`config.mk`:
```
export PLATFORM = sky130hd
export DESIGN_NAME = spi_master_fifo
export DESIGN_NICKNAME = d
export VERILOG_FILES = /design/src/rtl/spi_master_fifo.sv
export SDC_FILE = /design/constraint.sdc
export NUM_CORES = 1
export LEC_CHECK = 0
export ABC_CLOCK_PERIOD_IN_PS = 4600
export BUFFER_PORTS_ARGS = -buffer_cell sky130_fd_sc_hd__buf_4
export CAP_MARGIN = 40
export CELL_PAD_IN_SITES_DETAIL_PLACEMENT = 2
export CELL_PAD_IN_SITES_GLOBAL_PLACEMENT = 2
export CORE_MARGIN = 10
export CORE_UTILIZATION = 40
export CTS_CLUSTER_DIAMETER = 120
export DETAILED_ROUTE_END_ITERATION = 10
export PLACE_DENSITY = 0.83
export SETUP_SLACK_MARGIN = 0.02
export SLEW_MARGIN = 5
export SYNTH_ARGS = -nofsm -noshare
export SYNTH_HDL_FRONTEND = slang
export SYNTH_SLANG_ARGS = --single-unit
```
`constraint.sdc`:
```
create_clock -name wb_clk_i -period 4.6 [get_ports wb_clk_i]
set_input_delay 0.69 -clock wb_clk_i [delete_from_list [all_inputs] [get_ports wb_clk_i]]
set_output_delay 0.69 -clock wb_clk_i [all_outputs]
set_load 0.02 [all_outputs]
```
`src/rtl/spi_master_fifo.sv`:
```
// spi_master_fifo: Wishbone SPI master with TX/RX FIFOs, configurable frame
// width, one-hot active-low chip selects and level interrupts.
//
// Ports:
//   wb_clk_i, arst_n_i       clock (rising edge), asynchronous active-low reset
//   wb_adr_i/dat_i/we_i      register address, write data, write enable
//   wb_stb_i, wb_cyc_i       bus strobe / cycle; wb_ack_o = cyc & stb
//   wb_dat_o                 read data, combinational from wb_adr_i
//   wb_inta_o                level interrupt, active high
//   MISO_i, MOSI_o, SCLK_o   SPI serial lines
//   SSn_o                    NUM_CS active-low slave selects
//   TIP_o                    transfer engine not IDLE (also the FSM observation point)
//
// Bus handshake: a register access is acc = wb_cyc_i & wb_stb_i and completes in
// the same cycle (wb_ack_o = acc); writes take effect on the next rising edge,
// RXDATA reads pop on that same edge.
module spi_master_fifo #(
  parameter int FRAME_W = 8,
  parameter int DEPTH   = 8,
  parameter int NUM_CS  = 8,
  parameter int DW      = 32
) (
  input  logic              wb_clk_i,
  input  logic              arst_n_i,
  input  logic [2:0]        wb_adr_i,
  input  logic [DW-1:0]     wb_dat_i,
  output logic [DW-1:0]     wb_dat_o,
  input  logic              wb_we_i,
  input  logic              wb_stb_i,
  input  logic              wb_cyc_i,
  output logic              wb_ack_o,
  output logic              wb_inta_o,
  input  logic              MISO_i,
  output logic              MOSI_o,
  output logic              SCLK_o,
  output logic [NUM_CS-1:0] SSn_o,
  output logic              TIP_o
);

  localparam int AW = $clog2(DEPTH);
  localparam int EW = $clog2(2 * FRAME_W);
  localparam logic [EW-1:0] LAST_EDGE = EW'(2 * FRAME_W - 1);

  localparam logic [2:0] S_IDLE  = 3'd0;
  localparam logic [2:0] S_LEAD  = 3'd1;
  localparam logic [2:0] S_SHIFT = 3'd2;
  localparam logic [2:0] S_TRAIL = 3'd3;
  localparam logic [2:0] S_GAP   = 3'd4;

  // Registers
  logic [4:0]        ctrl_q;
  logic [15:0]       div_q;
  logic [NUM_CS-1:0] cs_q;
  logic [2:0]        ier_q;
  logic              tx_ovf_q, rx_ovf_q;

  // Per-frame copies of the configuration (CPOL only follows in IDLE)
  logic              cpol_act_q, cpha_act_q, lsbfe_act_q, autocs_act_q;
  logic [15:0]       div_act_q;

  // Engine
  logic [2:0]         state_q, state_d;
  logic [15:0]        cnt_q, cnt_d;
  logic [EW-1:0]      edge_q, edge_d;
  logic [FRAME_W-1:0] tx_sh_q, tx_sh_d, rx_sh_q, rx_sh_d;
  logic               start, tx_pop, rx_push;

  // FIFOs: pointers carry an extra wrap bit to tell full from empty
  logic [FRAME_W-1:0] tx_mem [DEPTH];
  logic [FRAME_W-1:0] rx_mem [DEPTH];
  logic [AW:0]        tx_wr_q, tx_rd_q, rx_wr_q, rx_rd_q;
  logic               tx_empty, tx_full, rx_empty, rx_full;
  logic [FRAME_W-1:0] tx_head, rx_head;

  logic acc, wr_en, rd_en;
  logic tx_push, tx_push_ok, rx_pop, rx_push_ok;
  logic tx_ovf_set, rx_ovf_set;
  logic spe, busy, half_done;
  logic unused_bits;

  assign acc      = wb_cyc_i & wb_stb_i;
  assign wr_en    = acc & wb_we_i;
  assign rd_en    = acc & ~wb_we_i;
  assign wb_ack_o = acc;

  assign tx_empty = (tx_wr_q == tx_rd_q);
  assign tx_full  = (tx_wr_q[AW] != tx_rd_q[AW]) && (tx_wr_q[AW-1:0] == tx_rd_q[AW-1:0]);
  assign rx_empty = (rx_wr_q == rx_rd_q);
  assign rx_full  = (rx_wr_q[AW] != rx_rd_q[AW]) && (rx_wr_q[AW-1:0] == rx_rd_q[AW-1:0]);
  assign tx_head  = tx_mem[tx_rd_q[AW-1:0]];
  assign rx_head  = rx_mem[rx_rd_q[AW-1:0]];

  // A push into a full FIFO is still accepted when a pop frees a slot in the same cycle
  assign tx_push    = wr_en && (wb_adr_i == 3'd4);
  assign tx_push_ok = tx_push && (!tx_full || tx_pop);
  assign tx_ovf_set = tx_push && tx_full && !tx_pop;
  assign rx_pop     = rd_en && (wb_adr_i == 3'd5) && !rx_empty;
  assign rx_push_ok = rx_push && (!rx_full || rx_pop);
  assign rx_ovf_set = rx_push && rx_full && !rx_pop;

  assign spe       = ctrl_q[0];
  assign busy      = (state_q != S_IDLE);
  assign TIP_o     = busy;
  assign half_done = (cnt_q == 16'd0);

  assign unused_bits = ^wb_dat_i;

  // Engine next-state logic
  always_comb begin
    logic [EW-1:0] next_edge;
    state_d   = state_q;
    cnt_d     = cnt_q;
    edge_d    = edge_q;
    tx_sh_d   = tx_sh_q;
    rx_sh_d   = rx_sh_q;
    start     = 1'b0;
    tx_pop    = 1'b0;
    rx_push   = 1'b0;
    next_edge = edge_q + 1'b1;

    case (state_q)
      S_IDLE: begin
        if (spe && !tx_empty) begin
          start   = 1'b1;
          state_d = S_LEAD;
        end
      end
      S_LEAD: begin
        if (half_done) begin
          // First leading edge; with CPHA=1 bit 0 is already on MOSI, so nothing shifts
          state_d = S_SHIFT;
          edge_d  = '0;
          if (!cpha_act_q)
            rx_sh_d = lsbfe_act_q ? {MISO_i, rx_sh_q[FRAME_W-1:1]} : {rx_sh_q[FRAME_W-2:0], MISO_i};
        end
      end
      S_SHIFT: begin
        if (half_done) begin
          if (edge_q == LAST_EDGE) begin
            state_d = S_TRAIL;
            rx_push = 1'b1;
          end else begin
            edge_d = next_edge;
            // Odd half-period index = trailing edge, even = leading edge
            if (next_edge[0] ^ cpha_act_q)
              tx_sh_d = lsbfe_act_q ? (tx_sh_q >> 1) : (tx_sh_q << 1);
            else
              rx_sh_d = lsbfe_act_q ? {MISO_i, rx_sh_q[FRAME_W-1:1]} : {rx_sh_q[FRAME_W-2:0], MISO_i};
          end
        end
      end
      S_TRAIL: begin
        if (half_done) begin
          if (spe && !tx_empty) begin
            start   = 1'b1;
            state_d = S_LEAD;
          end else begin
            state_d = S_GAP;
          end
        end
      end
      S_GAP: begin
        if (half_done) state_d = S_IDLE;
      end
      default: state_d = S_IDLE;
    endcase

    if (start) begin
      tx_pop  = 1'b1;
      tx_sh_d = tx_head;
      rx_sh_d = '0;
    end

    // Divider reloads on every state entry and every SHIFT half-period
    if (start)
      cnt_d = div_q;
    else if (state_q != S_IDLE)
      cnt_d = half_done ? div_act_q : (cnt_q - 16'd1);
  end

  always_ff @(posedge wb_clk_i or negedge arst_n_i) begin
    if (!arst_n_i) begin
      state_q      <= S_IDLE;
      cnt_q        <= '0;
      edge_q       <= '0;
      tx_sh_q      <= '0;
      rx_sh_q      <= '0;
      cpol_act_q   <= 1'b0;
      cpha_act_q   <= 1'b0;
      lsbfe_act_q  <= 1'b0;
      autocs_act_q <= 1'b0;
      div_act_q    <= '0;
    end else begin
      state_q <= state_d;
      cnt_q   <= cnt_d;
      edge_q  <= edge_d;
      tx_sh_q <= tx_sh_d;
      rx_sh_q <= rx_sh_d;
      if (state_q == S_IDLE) cpol_act_q <= ctrl_q[1];
      if (start) begin
        cpha_act_q   <= ctrl_q[2];
        lsbfe_act_q  <= ctrl_q[3];
        autocs_act_q <= ctrl_q[4];
        div_act_q    <= div_q;
      end
    end
  end

  always_ff @(posedge wb_clk_i or negedge arst_n_i) begin
    if (!arst_n_i) begin
      ctrl_q   <= '0;
      div_q    <= '0;
      cs_q     <= '0;
      ier_q    <= '0;
      tx_ovf_q <= 1'b0;
      rx_ovf_q <= 1'b0;
      tx_wr_q  <= '0;
      tx_rd_q  <= '0;
      rx_wr_q  <= '0;
      rx_rd_q  <= '0;
    end else begin
      if (wr_en && wb_adr_i == 3'd0) ctrl_q <= wb_dat_i[4:0];
      if (wr_en && wb_adr_i == 3'd1) div_q  <= wb_dat_i[15:0];
      if (wr_en && wb_adr_i == 3'd2) cs_q   <= wb_dat_i[NUM_CS-1:0];
      if (wr_en && wb_adr_i == 3'd6) ier_q  <= wb_dat_i[2:0];
      // Setting wins over a same-cycle write-one-to-clear
      tx_ovf_q <= tx_ovf_set | (tx_ovf_q & ~(wr_en && wb_adr_i == 3'd3 && wb_dat_i[5]));
      rx_ovf_q <= rx_ovf_set | (rx_ovf_q & ~(wr_en && wb_adr_i == 3'd3 && wb_dat_i[6]));
      if (tx_push_ok) tx_wr_q <= tx_wr_q + 1'b1;
      if (tx_pop)     tx_rd_q <= tx_rd_q + 1'b1;
      if (rx_push_ok) rx_wr_q <= rx_wr_q + 1'b1;
      if (rx_pop)     rx_rd_q <= rx_rd_q + 1'b1;
    end
  end

  always_ff @(posedge wb_clk_i) begin
    if (tx_push_ok) tx_mem[tx_wr_q[AW-1:0]] <= wb_dat_i[FRAME_W-1:0];
    if (rx_push_ok) rx_mem[rx_wr_q[AW-1:0]] <= rx_sh_q;
  end

  always_comb begin
    wb_dat_o = '0;
    case (wb_adr_i)
      3'd0: wb_dat_o[4:0]         = ctrl_q;
      3'd1: wb_dat_o[15:0]        = div_q;
      3'd2: wb_dat_o[NUM_CS-1:0]  = cs_q;
      3'd3: wb_dat_o[6:0]         = {rx_ovf_q, tx_ovf_q, busy, rx_full, rx_empty, tx_full, tx_empty};
      3'd5: wb_dat_o[FRAME_W-1:0] = rx_empty ? '0 : rx_head;
      3'd6: wb_dat_o[2:0]         = ier_q;
      default: wb_dat_o = '0;
    endcase
  end

  assign wb_inta_o = (ier_q[0] & tx_empty & ~busy) | (ier_q[1] & ~rx_empty) |
                     (ier_q[2] & (tx_ovf_q | rx_ovf_q));

  // With AUTOCS, selects are only driven while a frame is on the wire; in IDLE the
  // live CTRL bit decides, otherwise the copy taken at frame start.
  always_comb begin
    logic autocs_eff, frame_on;
    autocs_eff = (state_q == S_IDLE) ? ctrl_q[4] : autocs_act_q;
    frame_on   = (state_q == S_LEAD) || (state_q == S_SHIFT) || (state_q == S_TRAIL);
    SSn_o      = (!autocs_eff || frame_on) ? ~cs_q : '1;
  end

  // Even half-period index carries the non-idle level
  assign SCLK_o = (state_q == S_SHIFT) ? (cpol_act_q ^ ~edge_q[0]) : cpol_act_q;
  assign MOSI_o = lsbfe_act_q ? tx_sh_q[0] : tx_sh_q[FRAME_W-1];

endmodule

```
# --- Yosys cells after proc, flatten, opt, wreduce, memory -nomap -nowiden ---
# Memories as Yosys holds them, arrays and structs flattened.
# Index checks and enable logic that the tools add are counted.
op_classes:
  n_addsub: 6
  eq_ne: 30
  mux: 50
  bitwise_logic: 23
  reduce_logical: 45
ops:
  columns: ["operator", "n"]
  rows:
  - ["two-way mux 8 bit", 16]
  - ["two-way mux 16 bit", 3]
  - ["two-way mux 3 bit", 7]
  - ["adder 4 x 1 -> 4 bit (second input constant)", 5]
  - ["logical AND 1 bit", 19]
  - ["case mux 3 bit (6 select lines)", 1]
  - ["zero test 16 bit", 1]
  - ["!= test 2 bit (second input constant)", 8]
  - ["case mux 8 bit (2 select lines)", 1]
  - ["subtractor 16 x 1 -> 16 bit (second input constant)", 1]
  - ["!= test 3 bit (second input constant)", 5]
  - ["case mux 3 bit (5 select lines)", 1]
  - ["two-way mux 1 bit", 13]
  - ["== test 3 x 2 -> 1 bit (second input constant)", 4]
  - ["== test 3 bit (second input constant)", 4]
  - ["two-way mux 4 bit", 3]
  - ["AND reduction 6 bit", 2]
  - ["case mux 2 bit (5 select lines)", 1]
  - ["nonzero test 2 bit", 5]
  - ["AND 1 bit", 9]
  - ["== test 4 bit", 2]
  - ["inverter 8 bit", 1]
  - ["case mux 2 bit (4 select lines)", 1]
  - ["case mux 4 bit (2 select lines)", 1]
  - ["14 further kinds", 40]
totals:
  register_bits: 109
  ramBits: 128
  input_bits: 41
  word_cells: 176
  mem_count: 2
mem_list:
  columns: ["name", "words", "width", "rd", "rd_ports_with_merged_regs", "write_ports", "line", "source"]
  rows:
  - ["rx_mem", 8, 8, 1, 0, 1, "70", "logic [FRAME_W-1:0] rx_mem [DEPTH];"]
  - ["tx_mem", 8, 8, 1, 0, 1, "69", "logic [FRAME_W-1:0] tx_mem [DEPTH];"]

# --- Depth between registers and ports, before layout ---
logic_depth:
  word_depth: 11
  ltp_mapped: 9

# --- Least setup slack after synthesis ---
# Ideal clock, no wire load.
synth_timing:
  kind: "reg2reg"
  start: "register cnt_q[11]"
  end: "memory tx_mem[0][0] (enable)"
  setup_time_ns: 0.395
  arrival_time_ns: 2.840
  setup_slack_ns: 1.366
  path_stages_with_launch: 7
  n_path_buf: 1
  period_less_slack_ns: 3.234
  path_cell_list: "dfrtp_1 -> or4_4 -> or4_1 -> buf_2 -> nor4_4 -> nor2_2 -> nor4_1"
synth_between:
  elab_chain_len: 8
synth_lines:
  columns: ["item", "line", "source"]
  rows:
  - ["start: declaration", "63", "logic [15:0] cnt_q, cnt_d;"]
  - ["start signal: assignment", "195", "cnt_q <= cnt_d;"]
  - ["zero test 16 bit", "104", "assign half_done = (cnt_q == 16'd0);"]
  - ["two-way mux 1 bit", "153", "if (half_done) begin"]
  - ["case mux 1 bit (2 select lines)", "121", "case (state_q)"]
  - ["two-way mux 1 bit", "168", "if (start) begin"]
  - ["logical OR 1 bit", "95", "assign tx_push_ok = tx_push && (!tx_full || tx_pop);"]
  - ["logical AND 1 bit", "95", null]
  - ["two-way mux 1 bit", "237", "if (tx_push_ok) tx_mem[tx_wr_q[AW-1:0]] <= wb_dat_i[FRAME_W-1:0];"]
  - ["two-way mux 1 bit (not written as such)", "237", null]
  - ["end: declaration", "69", null]
# No other way between the ends.

# --- Worst setup path in the final report ---
layout_timing:
  start: "register tx_rd_q[1]"
  end: "output port wb_dat_o[0]"
layout_between:
  elab_chain_len: 2
layout_lines:
  columns: ["item", "line", "source"]
  rows:
  - ["start: declaration", "71", "logic [AW:0] tx_wr_q, tx_rd_q, rx_wr_q, rx_rd_q;"]
  - ["start signal: assignment", "230", "if (tx_pop) tx_rd_q <= tx_rd_q + 1'b1;"]
  - ["== test 4 bit", "86", "assign tx_empty = (tx_wr_q == tx_rd_q);"]
  - ["case mux 3 bit (6 select lines)", "243", "case (wb_adr_i)"]
  - ["end: declaration", "27", "output logic [DW-1:0] wb_dat_o,"]
# No other way between the ends.

==> metrics.md <==
| Metric | Value |
|---|---|
| Horizontal die dimension | 186.1 um |
| Fraction of post-synthesis cell area in the top cell type by area | 34.81% |
| Critical path buffer and inverter count | 1 |
| Overflow after GRT | 0 |
| Setup crit end | wb_dat_o[0] |
| Path class of the lowest-slack min-delay path | in -> async |
| Number of instances resized during post-cts repair | 0 |
| Average wire per cell in the routed design | 27.04 um |
| Slack of the worst reg-to-reg path | 840 ps |
| Post-layout net count | 925 |
| Total via count in the routed design | 7,388 |
| Cell types with the highest counts after synthesis | 128 x sky130_fd_sc_hd__edfxtp_1, 109 x sky130_fd_sc_hd__dfrtp_1, 54 x sky130_fd_sc_hd__nand2_1 |
| Worst clock skew on the final layout | 14.16 ps |
| Maximum number of pins on one net before global-route repair | 43 |
| Hold bufs inserted after CTS | 0 |
| Die outline height | 186.1 um |
| Leakage | 0.005003 uW |
| Number of detailed-route iterations in the first pass | 4 |
| Data required time at the worst endpoint | 3910 ps |
| Worst slew margin | 37.91% |
| Worst path cell trace | xor2_1 > nor4_1 > mux2i_1 > o21ai_0 > buf_4 |
| Area of the multi-input gates | 4134 um2 |
| Kind of critical path | reg -> out |
| H-tree lvl count | 1 |
| Total Negative Setup Slacks | 0 ps |
| Setup repair after global routing missed its margin | no |
| Final Max Tran Viols | 0 |
| Initial cell density of the core | 40.85% |
| Vias in the first global route | 8,194 |
| CP top delay family | flip-flops |
| Endpoint type of the worst setup path | output port |
| Synth cell types | 73 |
| Post-CTS setup buffer count | 0 |
| Worst hold margin | 114.1 ps |
| Buffer depth of the longest clock path | 3 |
| Type of origin of the critical path | register |
| Post-CTS clock slew at the launch and capture registers of the worst setup and hold paths | 60 ps |
| Insertion delay of the later-clocked pin in the worst-skew pair | 530 ps |
| CP max-delay cell | sky130_fd_sc_hd__dfrtp_1 |
| Global-route wire length before repair | 51,220 um |
| Post-synthesis sequential area ratio | 59.52% |
| Tcrit/Tclk final | 83.75% |
| Post-synthesis sequential element count | 237 |
| RR Startpoint | cnt_q[0] |
| Number of warnings issued by yosys | 0 |
| Worst reg2reg path endpoint | tx_mem[6][7] |
| Area Growth Syn to Fin | 16.19% |
| Number of placement rows | 60 |
| TritonCTS clock tree | built |
| Overall die area | 34,650 um2 |
| Post-synth EDFFs | 128 |
| GR Util All Layers | 19.36% |
| Maximum operating frequency | 259.6 MHz |
| Number of port buffers | 53 |
| Number of CTS-inserted buffers | 26 |
| Critical Path Stages | 5 |
| Async S/R FF share, synth | 45.99% |
| Gpl congestion | 0.8288 |
| Half-perimeter wire length of the detailed placement result | 22,310 um |
| Slew at the pin closest to its max-slew limit | 931.4 ps |
| Initial detailed-routing violation count | 446 |
| Total detailed-routing wirelength | 33,510 um |
| Top-count cell post-synth | sky130_fd_sc_hd__edfxtp_1 |
| Critical path peak fanout | 19 |
| TritonCTS sink count | 237 |
| Root Buffer | sky130_fd_sc_hd__clkbuf_16 |
| Standard cell core area | 27,030 um2 |
| Post-Synthesis Cells | 811 |
| Initial antenna violation count | 0 |
| Summed instance area of the synthesized netlist | 11,040 um2 |
| Place WS | 901.2 ps |
| Remaining number of nets flagged by the antenna check after routing | 0 |
| Worst-case vdd ir drop | 0.0003152 V |
| Count of fill cells added during filler insertion | 2,565 |
| Number of setup violations in the final report | 0 |
| Cell taking the most area after synthesis | sky130_fd_sc_hd__edfxtp_1 |
| Final Hold Fails | 0 |
| Total of max-cap violations | 0 |
| Number of placed I/O pins | 86 |
| Reg area | 6571 um2 |
| Critical Path Source | tx_rd_q[1] |
| Delay of the slowest cell on the worst path | 950 ps |
| Fraction of final layout cells with drive strength greater than 1 | 24.83% |
| Top cells by area, synth | sky130_fd_sc_hd__edfxtp_1 35%, sky130_fd_sc_hd__dfrtp_1 25%, sky130_fd_sc_hd__mux4_2 6.7% |
| Result of the run | complete, no violations |
| Remaining design rule violation count | 0 |
| Most instantiated flip-flop cell in the synthesis netlist | sky130_fd_sc_hd__edfxtp_1 |
| Power Density | 547.5 nW/um2 |
| Period minus WS final | 3852 ps |
| Worst setup slack after layout | 747.6 ps |
| WP data arrival | 3160 ps |
| Total inserted antenna cells | 0 |
| Post-Synthesis Mean Instance Area | 13.61 um2 |
| Vias per cell | 5.963 |
| Cell depth of the worst flop-to-flop path | 8 |
## cells by family after synthesis
group | share of synthesized area, %
and+or+nand+nor | 10.43
other | 0.03397
xor gates and xnor gates | 2.142
DFF | 59.52
buffers and inverters | 3.638
adders and majority gates | 0.6799
AOI/OAI and AO/OA | 8.522
muxes | 15.04
## where the power goes
group / leakage [uW] / internal, uW / switching, uW
sequential: 0.00263 / 2560 / 418
clock: 0.000465 / 1460 / 859
combinational: 0.00191 / 730 / 996
## cell usage in the layout, fill, tap and decap left out, drive strengths merged, types with 5 or more instances in the layout
cell type,netlist,final
edfxtp,128,128
nor2b,12,12
dfrtp,109,109
nand2,55,55
nor3,32,32
a22oi,7,7
o21ai,29,29
bufinv,0,7
nand3,21,21
nand2b,7,7
ha,6,6
mux2i,23,23
nand4,7,7
nor2,29,29
nor4,15,15
and2,14,14
clkbuf,31,33
inv,16,16
conb,1,16
mux4,33,33
mux2,61,61
buf,34,88
xnor2,13,13
a2111oi,9,9
xor2,14,14
a21oi,16,16
a31oi,8,8
a221o,12,12
a211oi,6,6
o22ai,5,5
clkinv,0,8
## metrics by stage
| step | cell area, um2 | cells | util (%) | power, uW |
|---|---|---|---|---|
| 2_1_floorplan | 11100 | 826 | - | 4050 |
| 3_5_place_dp | 11860 | 1189 | 43.89 | 4678 |
| 3_3_place_gp | 11820 | 1186 | 43.75 | 4553 |
| 5_1_grt | 12830 | 1239 | 47.47 | 7355 |
| 6_report | 12830 | 1239 | 47.47 | 7024 |
| 4_1_cts | 12820 | 1237 | 47.42 | 7064 |
## worst min path at each step
| stage | startpoint | to | slack, ps | cells past startpoint |
|---|---|---|---|---|
| after global routing | arst_n_i | div_q[9] | 130 | 1 |
| after floorplan | arst_n_i | autocs_act_q | 390 | 0 |
| after detailed placement | div_act_q[13] | div_act_q[13] | 480 | 1 |
| after CTS | arst_n_i | tx_sh_q[1] | 120 | 1 |
| after global placement | div_act_q[7] | div_act_q[7] | 470 | 1 |
| final | arst_n_i | div_q[9] | 110 | 1 |
## area by class of cell
type                    count  area share, %
clock buffers              32          5.413
clock inverters            16          2.019
inverters                  16         0.4682
multi-input cells         508          32.22
flip-flops and latches    237          51.22
well taps                 341          3.326
repair buffers             89          5.325
## routing by layer
metal	up-vias	GRT usage [%]	routed length [um]
met2	156	35.35	17980
met3	56	2.619	1313
met4	0	5.998	838
met1	3956	23.12	13370
li1	3220	-	-
met5	-	0	0
## sequential cells by signal (all words and copies together), names as in the netlist, 5 cells and up
signal / count
ctrl_q: 5
rx_sh_q: 8
rx_mem: 64
tx_mem: 64
div_q: 16
cnt_q: 16
div_act_q: 16
cs_q: 8
tx_sh_q: 8
Note: power is estimated with default switching activity, not from simulation.
